$ cat src/rtl/apb_gpio_cmd_master.sv
// apb_gpio_cmd_master: queued command stream to APB3 initiator with one response per command.
// Optional ACCESS-phase timeout is enabled by defining APB_MASTER_TIMEOUT_EN.
module apb_gpio_cmd_master #(
  parameter int APB_ADDR_WIDTH = 12,
  parameter int FIFO_DEPTH     = 4,
  parameter int TIMEOUT_CYCLES = 255
) (
  input  logic                      HCLK,
  input  logic                      HRESETn,
  input  logic                      cmd_valid,
  output logic                      cmd_ready,
  input  logic                      cmd_write,
  input  logic [APB_ADDR_WIDTH-1:0] cmd_addr,
  input  logic [31:0]               cmd_wdata,
  output logic                      rsp_valid,
  input  logic                      rsp_ready,
  output logic [31:0]               rsp_rdata,
  output logic                      rsp_err,
  output logic [APB_ADDR_WIDTH-1:0] PADDR,
  output logic [31:0]               PWDATA,
  output logic                      PWRITE,
  output logic                      PSEL,
  output logic                      PENABLE,
  input  logic [31:0]               PRDATA,
  input  logic                      PREADY,
  input  logic                      PSLVERR,
  output logic                      busy
);
  localparam int AW = $clog2(FIFO_DEPTH);
  localparam int EW = 1 + APB_ADDR_WIDTH + 32;
  typedef enum logic [1:0] {IDLE, SETUP, ACCESS, RESP} state_t;
  state_t                    state_q;
  logic [EW-1:0]             mem_q [FIFO_DEPTH];
  logic [AW:0]               wr_ptr_q, rd_ptr_q, wr_ptr_d, rd_ptr_d;
  logic [APB_ADDR_WIDTH-1:0] paddr_q;
  logic [31:0]               pwdata_q, rsp_rdata_q;
  logic                      pwrite_q, psel_q, penable_q, rsp_valid_q, rsp_err_q;
  logic                      empty, full, push, pop, timeout;
  logic [EW-1:0]             head;
  assign empty     = wr_ptr_q == rd_ptr_q;
  assign full      = (wr_ptr_q[AW] != rd_ptr_q[AW]) && (wr_ptr_q[AW-1:0] == rd_ptr_q[AW-1:0]);
  assign push      = cmd_valid && !full;
  assign pop       = !empty && (state_q == IDLE || (state_q == RESP && rsp_ready));
  assign wr_ptr_d  = wr_ptr_q + {{AW{1'b0}}, push};
  assign rd_ptr_d  = rd_ptr_q + {{AW{1'b0}}, pop};
  assign head      = mem_q[rd_ptr_q[AW-1:0]];
  assign cmd_ready = !full;
  assign busy      = !empty || state_q != IDLE;
  assign PADDR     = paddr_q;
  assign PWDATA    = pwdata_q;
  assign PWRITE    = pwrite_q;
  assign PSEL      = psel_q;
  assign PENABLE   = penable_q;
  assign rsp_valid = rsp_valid_q;
  assign rsp_rdata = rsp_rdata_q;
  assign rsp_err   = rsp_err_q;
`ifdef APB_MASTER_TIMEOUT_EN
  logic [15:0] to_cnt_q;
  assign timeout = !PREADY && to_cnt_q == 16'(TIMEOUT_CYCLES - 1);
  always_ff @(posedge HCLK or negedge HRESETn)
    if (!HRESETn) to_cnt_q <= '0;
    else if (state_q == SETUP) to_cnt_q <= '0;
    else if (state_q == ACCESS && !PREADY) to_cnt_q <= to_cnt_q + 16'd1;
`else
  assign timeout = 1'b0;
`endif
  always_ff @(posedge HCLK)
    if (push) mem_q[wr_ptr_q[AW-1:0]] <= {cmd_write, cmd_addr, cmd_wdata};
  always_ff @(posedge HCLK or negedge HRESETn) begin
    if (!HRESETn) begin
      wr_ptr_q    <= '0;
      rd_ptr_q    <= '0;
      state_q     <= IDLE;
      paddr_q     <= '0;
      pwdata_q    <= '0;
      pwrite_q    <= 1'b0;
      psel_q      <= 1'b0;
      penable_q   <= 1'b0;
      rsp_valid_q <= 1'b0;
      rsp_rdata_q <= '0;
      rsp_err_q   <= 1'b0;
    end else begin
      wr_ptr_q <= wr_ptr_d;
      rd_ptr_q <= rd_ptr_d;
      if (pop) {pwrite_q, paddr_q, pwdata_q} <= head;
      case (state_q)
        IDLE: if (pop) begin
          psel_q    <= 1'b1;
          penable_q <= 1'b0;
          state_q   <= SETUP;
        end
        SETUP: begin
          penable_q <= 1'b1;
          state_q   <= ACCESS;
        end
        ACCESS: if (PREADY || timeout) begin
          rsp_rdata_q <= (PREADY && !pwrite_q) ? PRDATA : 32'd0;
          rsp_err_q   <= PREADY ? PSLVERR : 1'b1;
          psel_q      <= 1'b0;
          penable_q   <= 1'b0;
          rsp_valid_q <= 1'b1;
          state_q     <= RESP;
        end
        RESP: if (rsp_ready) begin
          rsp_valid_q <= 1'b0;
          psel_q      <= pop;
          state_q     <= pop ? SETUP : IDLE;
        end
        default: state_q <= IDLE;
      endcase
    end
  end
endmodule

$ cat config.mk
export PLATFORM = sky130hd
export DESIGN_NAME = apb_gpio_cmd_master
export DESIGN_NICKNAME = d
export VERILOG_FILES = /design/src/rtl/apb_gpio_cmd_master.sv
export SDC_FILE = /design/constraint.sdc
export NUM_CORES = 1
export LEC_CHECK = 0
export ABC_AREA = 1
export CORE_MARGIN = 3
export CORE_UTILIZATION = 30
export CTS_CLUSTER_SIZE = 30
export DETAILED_ROUTE_END_ITERATION = 16
export PLACE_DENSITY_LB_ADDON = 0.2
export SLEW_MARGIN = 5
export SYNTH_ARGS = -nofsm -noshare
export SYNTH_HDL_FRONTEND = slang
export SYNTH_SLANG_ARGS = --single-unit
$ cat constraint.sdc
create_clock -name HCLK -period 6 [get_ports HCLK]
set_input_delay 1.8 -clock HCLK [delete_from_list [all_inputs] [get_ports HCLK]]
set_output_delay 1.8 -clock HCLK [all_outputs]
set_load 0.005 [all_outputs]
**Word-level counts from Yosys, hierarchy flattened**

Memory sizes are Yosys's and may differ from the RTL's. A register that Yosys moved wholly into a read port is not among the register bits.
Index checks and enable logic that the tools add are counted.

- $add $sub $neg: 2
- Eq/ne operators: 9
- Muxes and demuxes: 17
- Reductions and logical operators: 21

Operator list:

| kind | number |
|---|---|
| two-way mux 32 bit | 1 |
| two-way mux 1 bit | 9 |
| AND reduction 3 bit | 3 |
| case mux 2 bit (4 select lines) | 1 |
| adder 3 x 1 -> 3 bit | 2 |
| two-way mux 2 bit | 3 |
| inequality test 2 bit, second input constant | 3 |
| case mux 1 bit (3 select lines) | 2 |
| nonzero test 3 bit | 2 |
| logical AND 1 bit | 5 |
| == test 2 bit, second input constant | 2 |
| logical NOT 1 bit | 4 |
| AND reduction 4 bit | 1 |
| nonzero test 2 bit | 2 |
| == test 3 bit | 1 |
| == test 2 x 1 -> 1 bit, second input constant | 1 |
| == test 2 bit | 1 |
| logical NOT 2 bit | 1 |
| logical OR 1 bit | 2 |
| case mux 1 bit (2 select lines) | 1 |
| AND reduction 2 bit | 1 |
| inequality test 1 bit | 1 |

- Bits in registers: 44
- Bits in writable memories: 180
- Output and inout port bits: 83
- Memories kept: 1

Memories:

| name | depth | bits a word | read ports | clocked after memory_dff | write ports | line | text |
|---|---|---|---|---|---|---|---|
| mem_q | 4 | 45 | 1 | 1 | 1 | 33 | `logic [EW-1:0] mem_q [FIFO_DEPTH];` |

**Longest topological paths before layout**

- Depth in word-level cells: 7
- Depth in mapped cells: 11
- Gate-level depth less buffers: 9

**Least setup slack after synthesis**

No wires, ideal clock.

- Path kind: input to register
- Start point: input port cmd_valid
- End point: memory mem_q[2][0] (netlist name), enable pin
- Arrival time: 4.981 ns
- Setup slack: 0.515 ns
- Stages: 2
- Cells stage by stage: nand2_1 > nor3_1

- Word-level cells in the longest chain between the ends: 3

RTL lines:

| element | line | text |
|---|---|---|
| from (decl) | 10 | `input logic cmd_valid,` |
| logical AND 1 bit | 42 | `assign push = cmd_valid && !full;` |
| two-way mux 1 bit | 68 | `if (push) mem_q[wr_ptr_q[AW-1:0]] <= {cmd_write, cmd_addr, cmd_wdata};` |
| two-way mux 1 bit (not written as such) | 68 |  |
| to (decl) | 33 |  |

Every way passes these cells.

**Final worst setup path**

- Start point: register rd_ptr_q[1]
- End point: output port busy

- Word-level cells in the longest chain between the ends: 3

RTL lines:

| element | line | text |
|---|---|---|
| from (decl) | 34 | `logic [AW:0] wr_ptr_q, rd_ptr_q, wr_ptr_d, rd_ptr_d;` |
| from (signal assigned) | 84 | `rd_ptr_q <= rd_ptr_d;` |
| == test 3 bit | 40 | `assign empty = wr_ptr_q == rd_ptr_q;` |
| logical NOT 1 bit | 48 | `assign busy = !empty \|\| state_q != IDLE;` |
| logical OR 1 bit | 48 |  |
| to (decl) | 27 | `output logic busy` |

Every way passes these cells.

==> flow_metrics.env <==
export IMPL_initialDrtViolationCount=349
export IMPL_p_leak_nw=5.175
export IMPL_cap_viol_max_count=0
export IMPL_outcome="complete, no violations"
export IMPL_post_cts_buffers=0
export IMPL_diodes=0
export IMPL_holdBufCountCts=0
export IMPL_die_y_um=191.1
export IMPL_final_cells=1480
export IMPL_drt_wl_total_um=24990
export IMPL_num_vias=6697
export IMPL_fp_dieW_um=191.1
export IMPL_slew_violations=0
export IMPL_path_max_fanout=46
export IMPL_pwr_share_seq_pct=40.3
export IMPL_coreArea_um2=33700
export IMPL_grt_usage_pct=13.41
export IMPL_cts_htree_levels=1
export IMPL_die_area_um2=36540
export IMPL_r2r_setup_slack_ns=3.01
export IMPL_swShare_pct=34.22
export IMPL_cp_startpoint="rd_ptr_q[1]$_DFF_PN0_"
export IMPL_fmax_ghz=0.2257
export IMPL_synth_seq_cells=269
export IMPL_worst_setup_path_type="reg -> out"
export IMPL_p_int_mw=4.588
export IMPL_gr_total_overflow=0
export IMPL_syn_inst=844
export IMPL_preCtsSetupSlack_ns=1.970
export IMPL_antenna_left=0
export IMPL_io_pins=166
export IMPL_design_area_um2=13320
export IMPL_first_pass_iters=5
export IMPL_p_clk_share_pct=24.8
export IMPL_grt_max_degree=92
export IMPL_worstSetupEndpoint="busy"
export IMPL_cp_arrival_ns=2.63
export IMPL_worstRegToRegCells=9
export IMPL_dp_cells=1424
export IMPL_synth_top_area_share_pct=52.56
export IMPL_grt_pass1_wl_um=38300
export IMPL_yosysTopAreaCell="edfxtp_1"
export IMPL_tritoncts="yes"
export IMPL_synthToLayoutAreaGrowth_pct=29.52
export IMPL_routed_via_density=4.525
export IMPL_syn_area_um2=10280
export IMPL_reg2reg_to="rd_ptr_q[2]$_DFF_PN0_"
export IMPL_endpoint_kind="output port"
export IMPL_setup_tns_ns=0
export IMPL_route_detailed_drc=0
export IMPL_place_hpwl_um=13580
export IMPL_slew_headroom_pct=29.93
export IMPL_cp_data_required_time_ns=4.20
export IMPL_drive_gt1_share_pct=6.686
export IMPL_worst_pin_slew_ns=1.051
export IMPL_cts_sinks=269
export IMPL_cts_buffer_depth=3
export IMPL_antenna_found_initial=0
export IMPL_p_per_area_nw_per_um2=523.6
export IMPL_min_path_type="reg -> reg"
export IMPL_final_setup_worst_slack_ns=1.569
export IMPL_num_rows=67
export IMPL_rsz0062_at_grt="no"
export IMPL_fin_hold_ws_ns=0.4744
export IMPL_start_util_pct=30.52
export IMPL_period_share_pct=73.85
export IMPL_netlist_top_cells_area="edfxtp_1 (53%), dfrtp_1 (22%), nand2_1 (6.9%)"
export IMPL_port_buffers=165
export IMPL_yosysUniqueCellTypes=26
export IMPL_clk_pin_slew_worst_paths_ns=0.06
export IMPL_synth_avg_cell_area_um2=12.18
export IMPL_clkLatencyLatePin_ns=0.55
export IMPL_combPwrFrac_pct=34.9
export IMPL_fin_skew_ns=0.009467
export IMPL_min_path_cells=2
export IMPL_dpl_cell_area_um2=12370
export IMPL_cts_made_buffers=30
export IMPL_worst_r2r_startpoint="rd_ptr_q[1]$_DFF_PN0_"
export IMPL_p_switching_mw=2.387
export IMPL_vdd_ir_drop_max_uv=295.5
export IMPL_hold_viol=0
export IMPL_nets=1101
export IMPL_gp_congestion=0.7049
export IMPL_ctsResizeCount=0
export IMPL_wl_per_cell_um=16.89
export IMPL_cts_root_buf="clkbuf_16"
export IMPL_ys_warn_count=0
export IMPL_synthesis_nets=937
export IMPL_fin_crit_ns=4.431
export IMPL_worstSetupStartpointType="flop"
export IMPL_grt_pass1_vias=6685
export IMPL_final_setup_viol_count=0
export IMPL_ys_seq_area_share_pct=74.22
## power by group through the flow
stage / logic, mW / registers, mW / clock network, mW
final: 2.43 / 2.81 / 1.73
after global routing: 2.76 / 2.88 / 1.87
after CTS: 2.50 / 2.82 / 1.79
after detailed placement: 2.49 / 2.85 / 0
after global placement: 2.47 / 2.85 / 0
after floorplan: 1.38 / 2.86 / 0
## sequential cells by signal, summed over array words and instances (netlist names)
register / flops
PADDR: 12
PENABLE: 1
PSEL: 1
PWDATA: 32
PWRITE: 1
mem_q: 180
rd_ptr_q: 3
rsp_err: 1
rsp_rdata: 32
rsp_valid: 1
state_q: 2
wr_ptr_q: 3
## metrics by stage
stage                     power (mW)  util (%)
after floorplan                4.235         -
after global placement         5.319     36.72
after detailed placement       5.340     36.72
after CTS                      7.111     39.52
after global routing           7.505     39.52
final                          6.974     39.52
## synthesized netlist by cell type (all sizes together)
cell type and number:
nand2 193, edfxtp 180, o21ai 128, nor2 95, dfrtp 89, inv 47, o22ai 45, clkbuf 28
buf 14, ha 10, nand3 4, nor3 4, nand4 2, xor2 2, a21oi 1, mux2 1
or2 1
## cells in the final DEF (no fill, tap or decap), types with 4 or more instances in the layout
master and n:
inv_1 44, clkbuf_16 30, ha_1 10, edfxtp_1 180, clkinv_2 4, o21ai_0 118, o22ai_1 45, clkbuf_1 10
nor3_2 4, dfrtp_1 87, clkdlybuf4s50_1 164, buf_4 10, clkbuf_8 4, o21ai_1 10, nor2_1 95, nand2_1 188
## layout make-up
class                      instances  area [µm²]
tap                              448       560.5
inverter                          47       183.9
clock inverter                    12       101.3
sequential                       269        7637
multi-input combinational        486        2276
timing repair buffer             174        1717
fill                            3249       20380
clock buffer                      44       843.3
## worst max-delay path, stage by stage (launching register included)
cell	delay, ns
dfrtp_2	0.40
inv_2	0.66
nand2_1	0.14
nand2_2	0.14
nand4_1	0.20
clkdlybuf4s50_1	0.53
## worst min-delay path by stage
| stage | end | startpoint | slack, ns |
|---|---|---|---|
| floorplan | rd_ptr_q[2]$_DFF_PN0_ | rd_ptr_q[2]$_DFF_PN0_ | 0.46 |
| global placement | PWDATA[14]$_DFFE_PN0P_ | PWDATA[14]$_DFFE_PN0P_ | 0.46 |
| detailed placement | PADDR[6]$_DFFE_PN0P_ | PADDR[6]$_DFFE_PN0P_ | 0.46 |
| CTS | PADDR[6]$_DFFE_PN0P_ | PADDR[6]$_DFFE_PN0P_ | 0.48 |
| global route | PWDATA[9]$_DFFE_PN0P_ | PWDATA[9]$_DFFE_PN0P_ | 0.50 |
| finish | PWDATA[19]$_DFFE_PN0P_ | PWDATA[19]$_DFFE_PN0P_ | 0.47 |
## per-layer routing
layer  track usage (%)  wire, µm  vias to the layer above
met5                 0         0                        -
met4             2.992       419                        0
met3             2.879      1521                       35
met2             22.02     11440                      188
met1             18.34     11610                     3238
li1                  -         -                     3236
## kinds of logic (layout without fill, tap and decap cells)
logic type / after synthesis / after routing / synth area share [%]
DFF: 269 / 269 / 74.22
xor gates and xnor gates: 2 / 2 / 0.1704
AOI/OAI and AO/OA: 174 / 174 / 9.016
buffers and inverters: 89 / 277 / 3.845
muxes: 1 / 1 / 0.1095
and+or+nand+nor: 299 / 299 / 11.42
adders and majority gates: 10 / 10 / 1.217
Note: power is estimated with default switching activity, not from simulation.
